### src/rtl/bias_mem_rmw_pkg.sv
// Shared types and saturation helpers for the bias memory and the weight-update blocks.
// The helpers are generic over word widths up to 63 bits.
package bias_mem_rmw_pkg;

  typedef struct packed {
    int width;
    int depth;
  } bias_mem_cfg;

  function automatic logic signed [63:0] SAT_MAX(input int w);
    return (64'sd1 <<< (w - 1)) - 64'sd1;
  endfunction

  function automatic logic signed [63:0] SAT_MIN(input int w);
    return -(64'sd1 <<< (w - 1));
  endfunction

  // Operands must already be sign-extended to 64 bits.
  function automatic logic signed [63:0] sat_add(input logic signed [63:0] a,
                                                 input logic signed [63:0] b,
                                                 input int                 w);
    logic signed [63:0] s;
    s = a + b;
    if (s > SAT_MAX(w)) return SAT_MAX(w);
    if (s < SAT_MIN(w)) return SAT_MIN(w);
    return s;
  endfunction

endpackage

### src/rtl/bias_sat_add.sv
// Combinational signed add in WIDTH+1 bits, clamped back to the WIDTH-bit range.
module bias_sat_add
  import bias_mem_rmw_pkg::*;
#(
  parameter int WIDTH = 32
) (
  input  logic signed [WIDTH-1:0] a,
  input  logic signed [WIDTH-1:0] b,
  output logic signed [WIDTH-1:0] y
);

  localparam logic signed [WIDTH-1:0] MAX_V = WIDTH'(SAT_MAX(WIDTH));
  localparam logic signed [WIDTH-1:0] MIN_V = WIDTH'(SAT_MIN(WIDTH));

  // Overflow shows up as the two top bits of the extended sum disagreeing.
  function automatic logic signed [WIDTH-1:0] clamp(input logic signed [WIDTH:0] s);
    if (s[WIDTH] != s[WIDTH-1]) return s[WIDTH] ? MIN_V : MAX_V;
    return s[WIDTH-1:0];
  endfunction

  logic signed [WIDTH:0] sum;

  assign sum = {a[WIDTH-1], a} + {b[WIDTH-1], b};
  assign y   = clamp(sum);

endmodule

### src/rtl/bias_mem_rmw.sv
// Bias storage with auto-incrementing load stream and registered read port.
// Define BIAS_MEM_RMW_EN to build the saturating read-modify-write update path.
module bias_mem_rmw
  import bias_mem_rmw_pkg::*;
#(
  parameter int WIDTH = 32,
  parameter int DEPTH = 4,
  parameter int AW    = $clog2(DEPTH)
) (
  input  logic                    clk,
  input  logic                    reset,
  input  logic                    load_valid,
  input  logic                    load_first,
  input  logic signed [WIDTH-1:0] load_data,
  output logic                    load_ready,
  output logic                    load_done,
  input  logic                    rd_en,
  input  logic [AW-1:0]           rd_addr,
  output logic signed [WIDTH-1:0] rd_data,
  output logic                    rd_valid,
  input  logic                    upd_valid,
  input  logic [AW-1:0]           upd_addr,
  input  logic signed [WIDTH-1:0] upd_delta,
  output logic                    upd_ready,
  output logic                    busy
);

  localparam bias_mem_cfg CFG = '{width: WIDTH, depth: DEPTH};

  function automatic logic in_range(input logic [AW-1:0] a);
    return int'(a) < CFG.depth;
  endfunction

  logic signed [CFG.width-1:0] mem [DEPTH];

  logic [AW-1:0]           ptr;
  logic [AW-1:0]           ld_addr;
  logic [AW-1:0]           ptr_next;
  logic                    load_acc;

  logic                    upd_wr;
  logic [AW-1:0]           upd_wr_addr;
  logic signed [WIDTH-1:0] upd_wr_data;

  logic                    wr_en;
  logic [AW-1:0]           wr_addr;
  logic signed [WIDTH-1:0] wr_data;

`ifdef BIAS_MEM_RMW_EN
  logic                    vld_p2;
  logic [AW-1:0]           addr_p2;
  logic signed [WIDTH-1:0] res_p2;
  logic signed [WIDTH-1:0] opnd_p1;
  logic signed [WIDTH-1:0] sum_p1;

  // Stage 1: operand fetch with forwarding from the stage-2 write, then saturating add.
  assign opnd_p1 = (vld_p2 && (addr_p2 == upd_addr)) ? res_p2 : mem[upd_addr];

  bias_sat_add #(.WIDTH(WIDTH)) u_sat_add (
    .a (opnd_p1),
    .b (upd_delta),
    .y (sum_p1)
  );

  // Out-of-range requests are accepted but never reach stage 2.
  always_ff @(posedge clk or posedge reset) begin
    if (reset) vld_p2 <= 1'b0;
    else       vld_p2 <= upd_valid && in_range(upd_addr);
  end

  // Stage 2: result register feeding the shared write port.
  always_ff @(posedge clk) begin
    if (upd_valid) begin
      addr_p2 <= upd_addr;
      res_p2  <= sum_p1;
    end
  end

  assign upd_wr      = vld_p2;
  assign upd_wr_addr = addr_p2;
  assign upd_wr_data = res_p2;
  assign upd_ready   = 1'b1;
`else
  logic unused_upd;

  assign unused_upd  = ^{upd_valid, upd_addr, upd_delta};
  assign upd_wr      = 1'b0;
  assign upd_wr_addr = '0;
  assign upd_wr_data = '0;
  assign upd_ready   = 1'b0;
`endif

  assign busy       = upd_wr;
  assign load_ready = !upd_wr;
  assign load_acc   = load_valid && load_ready;
  assign ld_addr    = load_first ? '0 : ptr;
  assign ptr_next   = (int'(ld_addr) == DEPTH - 1) ? '0 : ld_addr + AW'(1);

  always_ff @(posedge clk or posedge reset) begin
    if (reset) begin
      ptr       <= '0;
      load_done <= 1'b0;
    end else begin
      load_done <= load_acc && (int'(ld_addr) == DEPTH - 1);
      if (load_acc) ptr <= ptr_next;
    end
  end

  // Single write port; the update write wins and holds the load off.
  always_comb begin
    wr_en   = load_acc;
    wr_addr = ld_addr;
    wr_data = load_data;
    if (upd_wr) begin
      wr_en   = 1'b1;
      wr_addr = upd_wr_addr;
      wr_data = upd_wr_data;
    end
  end

  always_ff @(posedge clk or posedge reset) begin
    if (reset) begin
      for (int i = 0; i < DEPTH; i++) mem[i] <= '0;
    end else if (wr_en) begin
      mem[wr_addr] <= wr_data;
    end
  end

  // Read stage: registered, read-before-write against the array.
  always_ff @(posedge clk or posedge reset) begin
    if (reset) begin
      rd_valid <= 1'b0;
      rd_data  <= '0;
    end else begin
      rd_valid <= rd_en;
      if (rd_en) rd_data <= in_range(rd_addr) ? mem[rd_addr] : '0;
    end
  end

endmodule
### config.mk
export PLATFORM = sky130hd
export DESIGN_NAME = bias_mem_rmw
export DESIGN_NICKNAME = d
export VERILOG_FILES = /design/src/rtl/bias_mem_rmw_pkg.sv /design/src/rtl/bias_sat_add.sv /design/src/rtl/bias_mem_rmw.sv
export SDC_FILE = /design/constraint.sdc
export NUM_CORES = 1
export LEC_CHECK = 0
export CAP_MARGIN = 15
export CORE_ASPECT_RATIO = 1.1
export CORE_MARGIN = 2
export CORE_UTILIZATION = 45
export CTS_CLUSTER_DIAMETER = 40
export DETAILED_ROUTE_END_ITERATION = 16
export DONT_BUFFER_PORTS = 1
export GPL_TIMING_DRIVEN = 0
export MAX_ROUTING_LAYER = met4
export SETUP_SLACK_MARGIN = 0.4
export SYNTH_ARGS = -nofsm -noshare
export SYNTH_HDL_FRONTEND = slang
export SYNTH_SLANG_ARGS = --single-unit
export TNS_END_PERCENT = 50
### constraint.sdc
create_clock -name clk -period 11.9 [get_ports clk]
set_clock_uncertainty 0.05 [all_clocks]
set_input_delay 2.38 -clock clk [delete_from_list [all_inputs] [get_ports clk]]
set_output_delay 2.38 -clock clk [all_outputs]
set_load 0.01 [all_outputs]
# --- Word level (Yosys, flattened, before mapping) ---
# Index checks and enable logic that the tools add are counted.
op_classes:
  add_sub_neg: 1
  order_cmp: 3
  eq_ne: 1
  mux: 8
  bitwise_logic: 2
  n_reduce_logical: 2
op_table:
  columns: ["cell", "n"]
  rows:
  - ["128-bit bitwise mux", 1]
  - ["32-bit two-way mux", 3]
  - ["32-bit binary-select mux with 2-bit select", 1]
  - ["32-bit demux with 2-bit select", 1]
  - ["3-bit greater-or-equal comparator (second input constant)", 2]
  - ["2-bit NOT with 3-bit output", 2]
  - ["2-bit two-way mux", 2]
  - ["3-bit by 1-bit less-than comparator with 1-bit output (second input constant)", 1]
  - ["2-bit by 1-bit adder with 2-bit output (second input constant)", 1]
  - ["2-bit by 1-bit equality test with 1-bit output (second input constant)", 1]
  - ["1-bit logical AND", 2]
word_totals:
  register_bits: 164
  inputBits: 74
  output_inout_bits: 37
  wordCells: 25

# --- Longest topological paths before layout ---
# Gate-level depths: netlist of run 1.
logic_depth:
  depth_word: 7
  mapped_depth: 5

# --- Least setup slack after synthesis of run 1 ---
# OpenSTA, ideal clock, no wires.
synth_path:
  path_kind: "input to register"
  startpoint: "input port load_first"
  endpoint: "register mem[100] in the netlist's numbering"
  arrival_time_ps: 3467
  required_time_ps: 11725
  setup_slack_ps: 8258
  path_stages: 5
  n_path_buf: 1
  path_cell_list: "or2b_1 > ha_1 > nand2_1 > buf_2 > mux2_2"
synth_between:
  elab_chain_cells: 7
  word_cells_on_any_way: 8
  cone_classes: "order compare: 2; mux: 4; bitwise: 1; reduce/logical: 1"
synth_rtl:
  columns: ["element", "line", "text"]
  rows:
  - ["start, declared", "bias_mem_rmw.sv:13", "input logic load_first,"]
  - ["2-bit two-way mux (*)", "bias_mem_rmw.sv:96", "assign ld_addr = load_first ? '0 : ptr;"]
  - ["2-bit NOT with 3-bit output (not written as such) (*)", "bias_mem_rmw.sv:125", "mem[wr_addr] <= wr_data;"]
  - ["3-bit greater-or-equal comparator (not written as such) or 3-bit by 1-bit less-than comparator with 1-bit output (tied branches)", "bias_mem_rmw.sv:125", null]
  - ["1-bit logical AND (not written as such)", "bias_mem_rmw.sv:125", null]
  - ["32-bit two-way mux (not written as such)", "bias_mem_rmw.sv:125", null]
  - ["32-bit demux with 2-bit select (*)", "bias_mem_rmw.sv:125", null]
  - ["128-bit bitwise mux (*)", "bias_mem_rmw.sv:125", null]
  - ["end signal, assigned by index", "bias_mem_rmw.sv:125", null]
  - ["end, declared", "bias_mem_rmw.sv:34", "logic signed [CFG.width-1:0] mem [DEPTH];"]
# Mark *: on every way between the ends. The rest lies on a longest branch, timed or not.
# A chain may end at the register's enable or synchronous reset.

# --- Worst setup path after layout of run 1 ---
layout_path:
  startpoint: "input port load_first"
  endpoint: "register mem[125] in the netlist's numbering"
# Same word-level chain as after synthesis.

==> run_results.csv, run 1 <==
group,metric,value,unit
grt,grt_overflow_total,0,
logic_synthesis,synth_adder_area_share,0.172,%
timing,fin_crit,3.47,ns
logic_synthesis,postSynthAreaPerCell,15.5,sq um
logic_synthesis,synth.cell_area,7260,sq um
grt,grt_pass1_wl,24600,microns
power,power.density,238,nW/um^2
floorplan,floorplan.io_pins,111,
worst_setup_path,regToRegSetupSlack,9.95,ns
floorplan,start_util,46.2,%
power,irDropWorstVdd,0.000108,V
grt,grt_antenna_before_repair,0,
routing,routed_wl,15000,microns
logic_synthesis,synth_simple_gate_area_share,3.63,%
timing,fmaxAchievable,289,MHz
logic_synthesis,synth.mux.area_fraction,32.1,%
routing,met3_wirelength,1080,microns
power,p_seq_share,48.9,%
timing,postLayoutSetupSlackWorst,8.43,ns
timing,timing.max_slew.rel_slack,53.2,%
logic_synthesis,synth-xor-area-share,0,%
grt,pin_count_of_the_biggest_net_entering_global_routing,90,
worst_setup_path,crit_required,12.15,ns
layout,fin_cells,702,
grt,grt_pass1_vias,4306,
floorplan,floorplan.die_area,17200,sq um
timing,rsz0062_at_grt,"false",
placement,total_placed_cells_including_tap_cells,670,
power,p_switching,0.000523,W
clock_tree,htree_levels,4,
routing,detailedRoute.firstPassIterationCount,6,
clock_tree,tritoncts_num_sinks,164,
power,internal_power,0.00142,W
routing,detail_route.drc_violations,0,
routing,met2RoutedLength,7000,microns
logic_synthesis,proportion_of_synthesized_chip_area_in_sequential_cells,56.5,%
clock_tree,cts_tree,"built",
hold_path,min_delay_path_depth,1,
logic_synthesis,synth_compound_gate_area_share,3.86,%
clock_tree,cts_root_buffer,"sky130_fd_sc_hd__clkbuf_16",
timing,setup_tns,0,ns
clock_tree,clock_transition_time_at_the_flip_flop_clock_pins_of_the_worst_setup_and_hold_paths,0.06,ns
routing,via_count,3914,
placement,gp_congestion,0.711,
worst_setup_path,arrival,3.72,ns
floorplan,die_width,125,microns
routing,ant_nets,0,
clock_tree,clock_latency,0.42,ns
timing,timing.final.crit_share,29.1,%
clock_tree,tritoncts.num_buffers,17,
layout,synthToLayoutAreaGrowth,12.3,%
power,p_comb_share,22.2,%
power,clock_power_share,28.8,%
hold_path,worst_hold_startpoint,"mem[116]",
routing,wl_met1,6730,microns
worst_setup_path,crit_type,"in -> reg",
worst_setup_path,critPathCaptureType,"flop",
worst_setup_path,max_fo_critical_path,10,
worst_setup_path,r2r.worst_path.cells,5,
placement,dpl_worst_slack,7.98,ns
run_status,run_status,"finished clean",
floorplan,die_h,137,microns
routing,drt-wirelength-per-cell,21.4,microns
timing,maxSlewViolCount,0,
worst_setup_path,worstReg2RegStart,"ptr[0]",
power,power.switching_fraction,26.9,%
hold_path,hold_class,"reg -> reg",
timing,finalSetupViolations,0,
job,maxCapViolations,0,
layout,design.final.nets,564,
logic_synthesis,yosysWarningCount,0,
clock_tree,max-clock-path-buffers,2,
grt,global_route.usage.total,19.3,%
worst_setup_path,crit_start,"load_first",
timing,timing_worst_slew_pin_value,0.702,ns
floorplan,rows,48,
routing,first_iter_violations,180,
worst_setup_path,cp-start-kind,"input pin",
timing,final-hold-violation-count,0,
clock_tree,cts_setup_buffers,0,
floorplan,fp.coreArea,15700,sq um
routing,routed_via_density,5.58,
placement,detailed_place_hpwl,9500,microns
logic_synthesis,synth_top_family_by_area,"multiplexers",
layout,insertedDiodeCount,0,
placement,buffer_ports.inserted,0,
power,leakagePower,3.68,nW
layout,layout_cell_share_with_drive_strength_beyond_1,37.3,%
logic_synthesis,synth_cells,468,
clock_tree,cts_hold_repair.buffers,0,
logic_synthesis,synth.ff_latch_count,164,
clock_tree,postCtsResizedCells,0,
logic_synthesis,synth.lib_cells_used.distinct,17,
routing,topmost_layer_with_routed_signal_wires,"met4",
[path summary, 6_finish.rpt]
check / end
hold / removal: mem[116]
setup / recovery: mem[125]
setup reg to reg: mem[125]
min in group asynchronous: mem[91]
hold reg to reg: mem[116]
max in group asynchronous: rd_data[13]
[cell type report]
class	count	area [sq um]
sequential	164	4100
tap	200	250
multi-input combinational	270	2900
clock buffer	20	447
inverter	2	15.0
fill	1324	7580
clock inverter	12	155
buffer	33	259
timing repair buffer	1	27.5
[cells in the final DEF (no fill, tap or decap), drive strengths merged]
cell,Yosys,layout
clkinvlp,0,2
nand4b,1,1
mux2i,64,64
nand2,2,2
buf,24,25
nor4bb,2,2
ha,1,1
inv,2,3
o221ai,32,32
dfrtp,164,164
mux2,130,130
clkinv,0,6
or2b,2,2
clkbuf,9,29
bufinv,0,3
nand2b,33,33
conb,2,3
[routing by layer]
layer / track usage, % / up-vias
li1: - / 1745
met1: 24.2 / 2053
met2: 29.7 / 96
met3: 7.18 / 20
met4: 5.74 / 0
met5: - / -
[worst max-delay path: stages]
cell                      delay (ns)
sky130_fd_sc_hd__or2b_1         0.23
sky130_fd_sc_hd__ha_1           0.20
sky130_fd_sc_hd__nand2_1        0.18
sky130_fd_sc_hd__buf_2          0.36
sky130_fd_sc_hd__mux2_2         0.38
[cell families after synthesis]
group	Yosys count
compound gates	32
mux	194
buf+inv	35
flops	164
other cells	2
simple gates	40
fa+ha+maj	1
[stage by stage]
stage	cell area [sq um]	utilization, %	hold WS, ns	total power (W)
after floorplan	7270	-	0.429	0.00129
after global placement	7520	47.8	0.436	0.00136
after CTS	8160	51.8	0.456	0.00196
final	8160	51.8	0.453	0.00194
after global routing	8160	51.8	0.468	0.00205
after detailed placement	7550	48.0	0.442	0.00139
[state kept, by name, summed over array words and instances (netlist names)]
signal / cells
load_done: 1
mem: 128
ptr: 2
rd_data: 32
rd_valid: 1
[cells in the mapped netlist]
master / n / share of area, %
sky130_fd_sc_hd__nand2b_1: 33 / 2.8
sky130_fd_sc_hd__ha_1: 1 / 0.17
sky130_fd_sc_hd__mux2i_1: 64 / 8.8
sky130_fd_sc_hd__or2b_1: 2 / 0.21
sky130_fd_sc_hd__mux2_4: 60 / 12
sky130_fd_sc_hd__mux2_2: 70 / 11
sky130_fd_sc_hd__dfrtp_1: 164 / 56
sky130_fd_sc_hd__nor4bb_1: 2 / 0.28
sky130_fd_sc_hd__nand2_1: 2 / 0.10
sky130_fd_sc_hd__buf_4: 6 / 0.62
sky130_fd_sc_hd__conb_1: 2 / 0.10
sky130_fd_sc_hd__buf_2: 12 / 0.83
sky130_fd_sc_hd__nand4b_2: 1 / 0.21
sky130_fd_sc_hd__clkbuf_1: 9 / 0.47
sky130_fd_sc_hd__o221ai_1: 32 / 3.9
sky130_fd_sc_hd__buf_12: 6 / 1.7
sky130_fd_sc_hd__inv_1: 2 / 0.10
[power by group through the flow]
stage	combinational (W)	sequential, W	clock, W
after floorplan	0.000378	0.000913	0
after global placement	0.000419	0.000945	0
after detailed placement	0.000435	0.000958	0
after CTS	0.000439	0.000950	0.000573
after global routing	0.000474	0.000981	0.000599
final	0.000432	0.000949	0.000560
No activity file was read; power rests on OpenSTA's default activity.
==> inputs of run 2 (changes only) <==
- clock period: 11.9 -> 3.4 ns (I/O delays scaled with it)
==> run 2 against run 1 <==
- routed wire length increased by 1.7%
- register-to-register slack worse by 8.5 ns
- power rose to 3.5 times the previous value
- design area up 0.29%
- critical path depth did not move
- critical endpoint is now mem[104]
- cell count grew 0.43%
- sequential cell count unchanged
- first-iteration DRC count is 42% higher
- global-route usage rose by 0.50 points
- via count increased by 0.13%
- sequential power rose to 3.5 times the previous value
- die area did not move
- largest power group unchanged
==> run_results.csv, run 2 (synthesis results as in run 1) <==
group,metric,value,unit
worst_setup_path,crit_slowest_cell,"sky130_fd_sc_hd__dfrtp_1",
floorplan,fp.coreArea,15700,sq um
worst_setup_path,worst_r2r_endpoint,"mem[104]",
grt,grt_pass1_wl,25100,microns
floorplan,floorplan.io_pins,111,
clock_tree,tritoncts_num_sinks,164,
routing,routed_via_density,5.56,
layout,commonest_cells_after_routing_fill_and_taps_aside,"sky130_fd_sc_hd__dfrtp_1, sky130_fd_sc_hd__mux2_2, sky130_fd_sc_hd__mux2i_1",
placement,detailed_place_hpwl,9820,microns
worst_setup_path,critical_path.n_buffers_inverters,1,
power,p_switching,0.00182,W
clock_tree,clock_transition_time_at_the_flip_flop_clock_pins_of_the_worst_setup_and_hold_paths,0.06,ns
clock_tree,cts_setup_buffers,0,
layout,largest_register_ffs,128,
timing,fin_crit,1.93,ns
clock_tree,cts_tree,"built",
power,total_power,0.00671,W
layout,design.final.nets,567,
timing,final-hold-violation-count,0,
routing,ant_nets,0,
worst_setup_path,worstReg2RegStart,"ptr[0]",
clock_tree,cts_hold_repair.buffers,0,
floorplan,start_util,46.2,%
worst_setup_path,critPathTopFamily,"simple AND/OR/NAND/NOR gates",
layout,fill_cells,1331,
routing,first_iter_violations,256,
clock_tree,postCtsResizedCells,0,
worst_setup_path,regToRegSetupSlack,1.47,ns
power,power.density,821,nW/um^2
grt,pin_count_of_the_biggest_net_entering_global_routing,41,
timing,postLayoutSetupSlackWorst,1.47,ns
placement,buffer_ports.inserted,0,
routing,via_count,3919,
clock_tree,cts_root_buffer,"sky130_fd_sc_hd__clkbuf_16",
routing,detail_route.drc_violations,0,
floorplan,floorplan.die_area,17200,sq um
layout,regArea,4100,sq um
placement,gp_congestion,0.716,
job,maxCapViolations,0,
layout,fin_cells,705,
floorplan,die_h,137,microns
routing,drt-wirelength-per-cell,21.7,microns
floorplan,rows,48,
timing,rsz0062_at_grt,"false",
clock_tree,max-clock-path-buffers,2,
layout,insertedDiodeCount,0,
worst_setup_path,arrival,2.18,ns
worst_setup_path,timing.critical_path.cells,"or2b_1 > ha_1 > nand2_1 > buf_2 > mux2_2",
layout,register_containing_the_most_flip_flops_in_the_final_layout,"mem",
run_status,run_status,"finished clean",
worst_setup_path,r2r.worst_path.cells,5,
worst_setup_path,max_fo_critical_path,10,
worst_setup_path,crit_type,"reg -> reg",
clock_tree,htree_levels,4,
power,clock_power_share,28.0,%
worst_setup_path,cp_slowest_stage_delay,0.40,ns
timing,setup_tns,0,ns
hold_path,hold_class,"in -> async",
worst_setup_path,critPathCaptureType,"flop",
power,power.switching_fraction,27.1,%
power,internal_power,0.00489,W
timing,maxSlewViolCount,0,
worst_setup_path,crit_required,3.65,ns
layout,top_regs,"mem x128, rd_data x32, ptr x2",
timing,timing_worst_slew_pin_value,0.739,ns
routing,detailedRoute.firstPassIterationCount,4,
layout,synthToLayoutAreaGrowth,12.6,%
grt,grt_pass1_vias,4463,
power,p_comb_share,22.6,%
layout,layout_cell_share_with_drive_strength_beyond_1,37.6,%
power,leakagePower,3.69,nW
placement,dpl_worst_slack,1.20,ns
clock_tree,clock_latency,0.42,ns
timing,timing.final.crit_share,56.9,%
worst_setup_path,cp-start-kind,"flop",
routing,routed_wl,15300,microns
layout,layout_commonest_cell,"sky130_fd_sc_hd__dfrtp_1",
layout,multiInputGateArea,2900,sq um
grt,global_route.usage.total,19.8,%
power,irDropWorstVdd,0.000425,V
timing,fmaxAchievable,517,MHz
clock_tree,tritoncts.num_buffers,17,
grt,grt_antenna_before_repair,0,
placement,total_placed_cells_including_tap_cells,673,
floorplan,die_width,125,microns
timing,finalSetupViolations,0,
grt,grt_overflow_total,0,
power,p_seq_share,49.4,%
timing,timing.max_slew.rel_slack,50.7,%
-- run 2: cell types whose count changed in the layout (fill, tap and decap cells not counted), sizes merged --
cell,change
bufinv,-1
buf,+3
clkinv,+1
clkinvlp,+1
inv,-1
-- run 2: area by class of cell --
type / count / area share (%)
Clock inverter: 12 / 1.59
Tap cell: 200 / 3.06
Timing Repair Buffer: 4 / 0.979
Inverter: 2 / 0.138
Clock buffer: 20 / 5.46
Buffer: 33 / 3.17
Multi-Input combinational cell: 270 / 35.4
Sequential cell: 164 / 50.2
-- run 2: metal layers --
layer	track usage [%]	vias up	share of wire, %
li1	-	1747	-
met5	-	-	0
met3	6.45	7	6.9
met2	31.2	84	48
met4	6.30	0	0.71
met1	24.6	2081	44
-- run 2: per-stage QoR --
step	instance area [sq um]	hold WS, ns	util [%]
after floorplan	7270	0.429	-
after global placement	7520	0.436	47.8
after detailed placement	7600	0.441	48.3
after CTS	8180	0.149	52.0
after global routing	8180	0.174	52.0
final	8180	0.151	52.0
-- run 2: worst max path at each step --
stage	end	start	slack (ns)	depth (start not counted)
6_report	mem[104]	ptr[0]	1.47	5
5_1_grt	mem[109]	ptr[0]	1.37	5
4_1_cts	mem[99]	ptr[0]	1.46	5
3_5_place_dp	mem[99]	load_first	1.20	5
3_3_place_gp	mem[14]	reset	-0.19	1
2_1_floorplan	load_done	reset	0.59	1
-- run 2: power by group through the flow --
stage          clock network [W]  logic, W  registers, W
2_1_floorplan                  0   0.00132       0.00319
3_3_place_gp                   0   0.00147       0.00331
3_5_place_dp                   0   0.00153       0.00335
4_1_cts                  0.00192   0.00154       0.00332
5_1_grt                  0.00201   0.00167       0.00343
6_report                 0.00188   0.00152       0.00332
==> inputs of run 3 (changes only) <==
- clock period: 3.4 -> 1.9 ns (I/O delays scaled with it)
==> run 3 against run 2 <==
- count of clock-buffer cells in the layout stayed put
- via count is 3.9% higher
- power is 86% higher
- worst hold slack worse by 0.12 ns
- die area stayed put
- combinational power is 100% higher
- critical path depth is 1 higher
- first-iteration DRC count is 3.9% higher
- largest power group unchanged
- highest routed layer unchanged
==> run_results.csv, run 3 (synthesis results as in run 1) <==
group,metric,value,unit
layout,regArea,4100,sq um
power,total_power,0.0125,W
power,leakagePower,4.06,nW
timing,rsz0062_at_grt,"true",
floorplan,fp.coreArea,15700,sq um
floorplan,die_h,137,microns
clock_tree,cts_tree,"built",
layout,fill_cells,1270,
worst_setup_path,crit_type,"reg -> reg",
floorplan,die_width,125,microns
layout,largest_register_ffs,128,
grt,grt_pass1_wl,26100,microns
layout,layout_cell_share_with_drive_strength_beyond_1,40.6,%
grt,grt_pass1_vias,4601,
layout,layout_commonest_cell,"sky130_fd_sc_hd__dfrtp_1",
timing,timing.final.crit_share,91.2,%
clock_tree,clock_latency,0.43,ns
worst_setup_path,cp-start-kind,"flop",
routing,drt-wirelength-per-cell,22.8,microns
timing,timing_worst_slew_pin_value,0.740,ns
clock_tree,clock_transition_time_at_the_flip_flop_clock_pins_of_the_worst_setup_and_hold_paths,0.07,ns
job,maxCapViolations,0,
timing,finalSetupViolations,0,
layout,synthToLayoutAreaGrowth,21.0,%
grt,grt_antenna_before_repair,0,
floorplan,rows,48,
layout,top_regs,"mem x128, rd_data x32, ptr x2",
clock_tree,htree_levels,4,
timing,maxSlewViolCount,0,
routing,routed_via_density,5.58,
layout,insertedDiodeCount,0,
placement,buffer_ports.inserted,0,
worst_setup_path,critPathCaptureType,"flop",
clock_tree,max-clock-path-buffers,2,
run_status,run_status,"finished clean",
routing,routed_wl,16600,microns
power,p_comb_share,25.0,%
worst_setup_path,crit_required,2.17,ns
worst_setup_path,arrival,2.01,ns
power,internal_power,0.00904,W
power,irDropWorstVdd,0.000800,V
clock_tree,tritoncts_num_sinks,164,
timing,fin_crit,1.73,ns
power,power.density,1420,nW/um^2
routing,via_count,4071,
placement,gp_congestion,0.716,
layout,design.final.nets,591,
placement,detailed_place_hpwl,9820,microns
timing,timing.max_slew.rel_slack,50.7,%
floorplan,floorplan.io_pins,111,
floorplan,floorplan.die_area,17200,sq um
grt,pin_count_of_the_biggest_net_entering_global_routing,41,
grt,grt_overflow_total,0,
power,p_switching,0.00342,W
clock_tree,tritoncts.num_buffers,17,
layout,commonest_cells_after_routing_fill_and_taps_aside,"sky130_fd_sc_hd__dfrtp_1, sky130_fd_sc_hd__mux2_4, sky130_fd_sc_hd__mux2i_1",
routing,first_iter_violations,266,
timing,fmaxAchievable,577,MHz
worst_setup_path,max_fo_critical_path,5,
hold_path,hold_class,"in -> reg",
routing,detailedRoute.firstPassIterationCount,4,
placement,postPlaceCellArea,7600,sq um
power,power.switching_fraction,27.4,%
floorplan,start_util,46.2,%
layout,register_containing_the_most_flip_flops_in_the_final_layout,"mem",
routing,detail_route.drc_violations,0,
layout,multiInputGateArea,3050,sq um
grt,global_route.usage.total,20.8,%
layout,finalInstanceArea,8790,sq um
routing,ant_nets,0,
power,clock_power_share,27.2,%
clock_tree,cts_root_buffer,"sky130_fd_sc_hd__clkbuf_16",
power,p_seq_share,47.8,%
timing,final-hold-violation-count,0,
-- run 3: layout make-up --
type / count / share of cell area, %
tap: 200 / 2.85
inverter: 2 / 0.128
buffer: 33 / 3.97
timing repair buffer: 28 / 5.13
sequential: 164 / 46.7
multi-input combinational: 270 / 34.7
clock inverter: 12 / 1.48
clock buffer: 20 / 5.08
-- run 3: what timing repair did --
action                                  4_1_cts  5_1_grt
endpoints found under the setup margin      121      203
buffers inserted                             13        3
endpoints found under the hold margin        24        0
hold buffers                                  2        0
gates cloned                                  4        2
pin swaps                                     3        3
gates resized for setup                      23       45
-- run 3: worst max-delay path, stage by stage (launching register included) --
cell	delay [ns]
sky130_fd_sc_hd__dfrtp_1	0.40
sky130_fd_sc_hd__or2b_1	0.30
sky130_fd_sc_hd__ha_4	0.20
sky130_fd_sc_hd__nand2_8	0.09
sky130_fd_sc_hd__buf_12	0.13
sky130_fd_sc_hd__clkbuf_16	0.15
sky130_fd_sc_hd__mux2_4	0.30
-- run 3: stage by stage --
| step | TNS (ns) | worst slack (ns) | util (%) | instances | hold WS [ns] |
|---|---|---|---|---|---|
| after CTS | 0 | 0.211 | 54.2 | 724 | 0.0279 |
| after global routing | 0 | 0.0914 | 55.9 | 729 | 0.0245 |
| after floorplan | -100.83 | -0.615 | - | 469 | 0.361 |
| final | 0 | 0.168 | 55.9 | 729 | 0.0351 |
| after global placement | -226.87 | -1.39 | 47.8 | 669 | 0.362 |
| after detailed placement | -0.778 | -0.0380 | 48.3 | 673 | 0.297 |
-- run 3: power groups by stage --
stage	logic [W]	clock network, W	registers (W)
after floorplan	0.00237	0	0.00572
after global placement	0.00262	0	0.00592
after detailed placement	0.00274	0	0.00599
after CTS	0.00293	0.00344	0.00595
after global routing	0.00338	0.00360	0.00616
final	0.00311	0.00339	0.00596
-- run 3: path summary, 6_finish.rpt --
check / startpoint / end / slack, ns / cells past startpoint
max: ptr[0] / mem[113] / 0.17 / 6
min: load_data[13] / mem[45] / 0.04 / 1
max reg2reg: ptr[0] / mem[113] / 0.17 / 6
min reg2reg: mem[126] / mem[126] / 0.46 / 1
max in group asynchronous: reset / rd_data[13] / 0.51 / 4
min in group asynchronous: reset / mem[2] / 0.45 / 2
-- run 3: per-layer routing --
layer | share of wire [%] | vias to the layer above | GRT usage, %
li1 | - | 1801 | -
met1 | 44 | 2155 | 25.3
met2 | 49 | 102 | 33.6
met3 | 5.9 | 13 | 6.52
met4 | 1.2 | 0 | 6.30
met5 | 0 | - | -
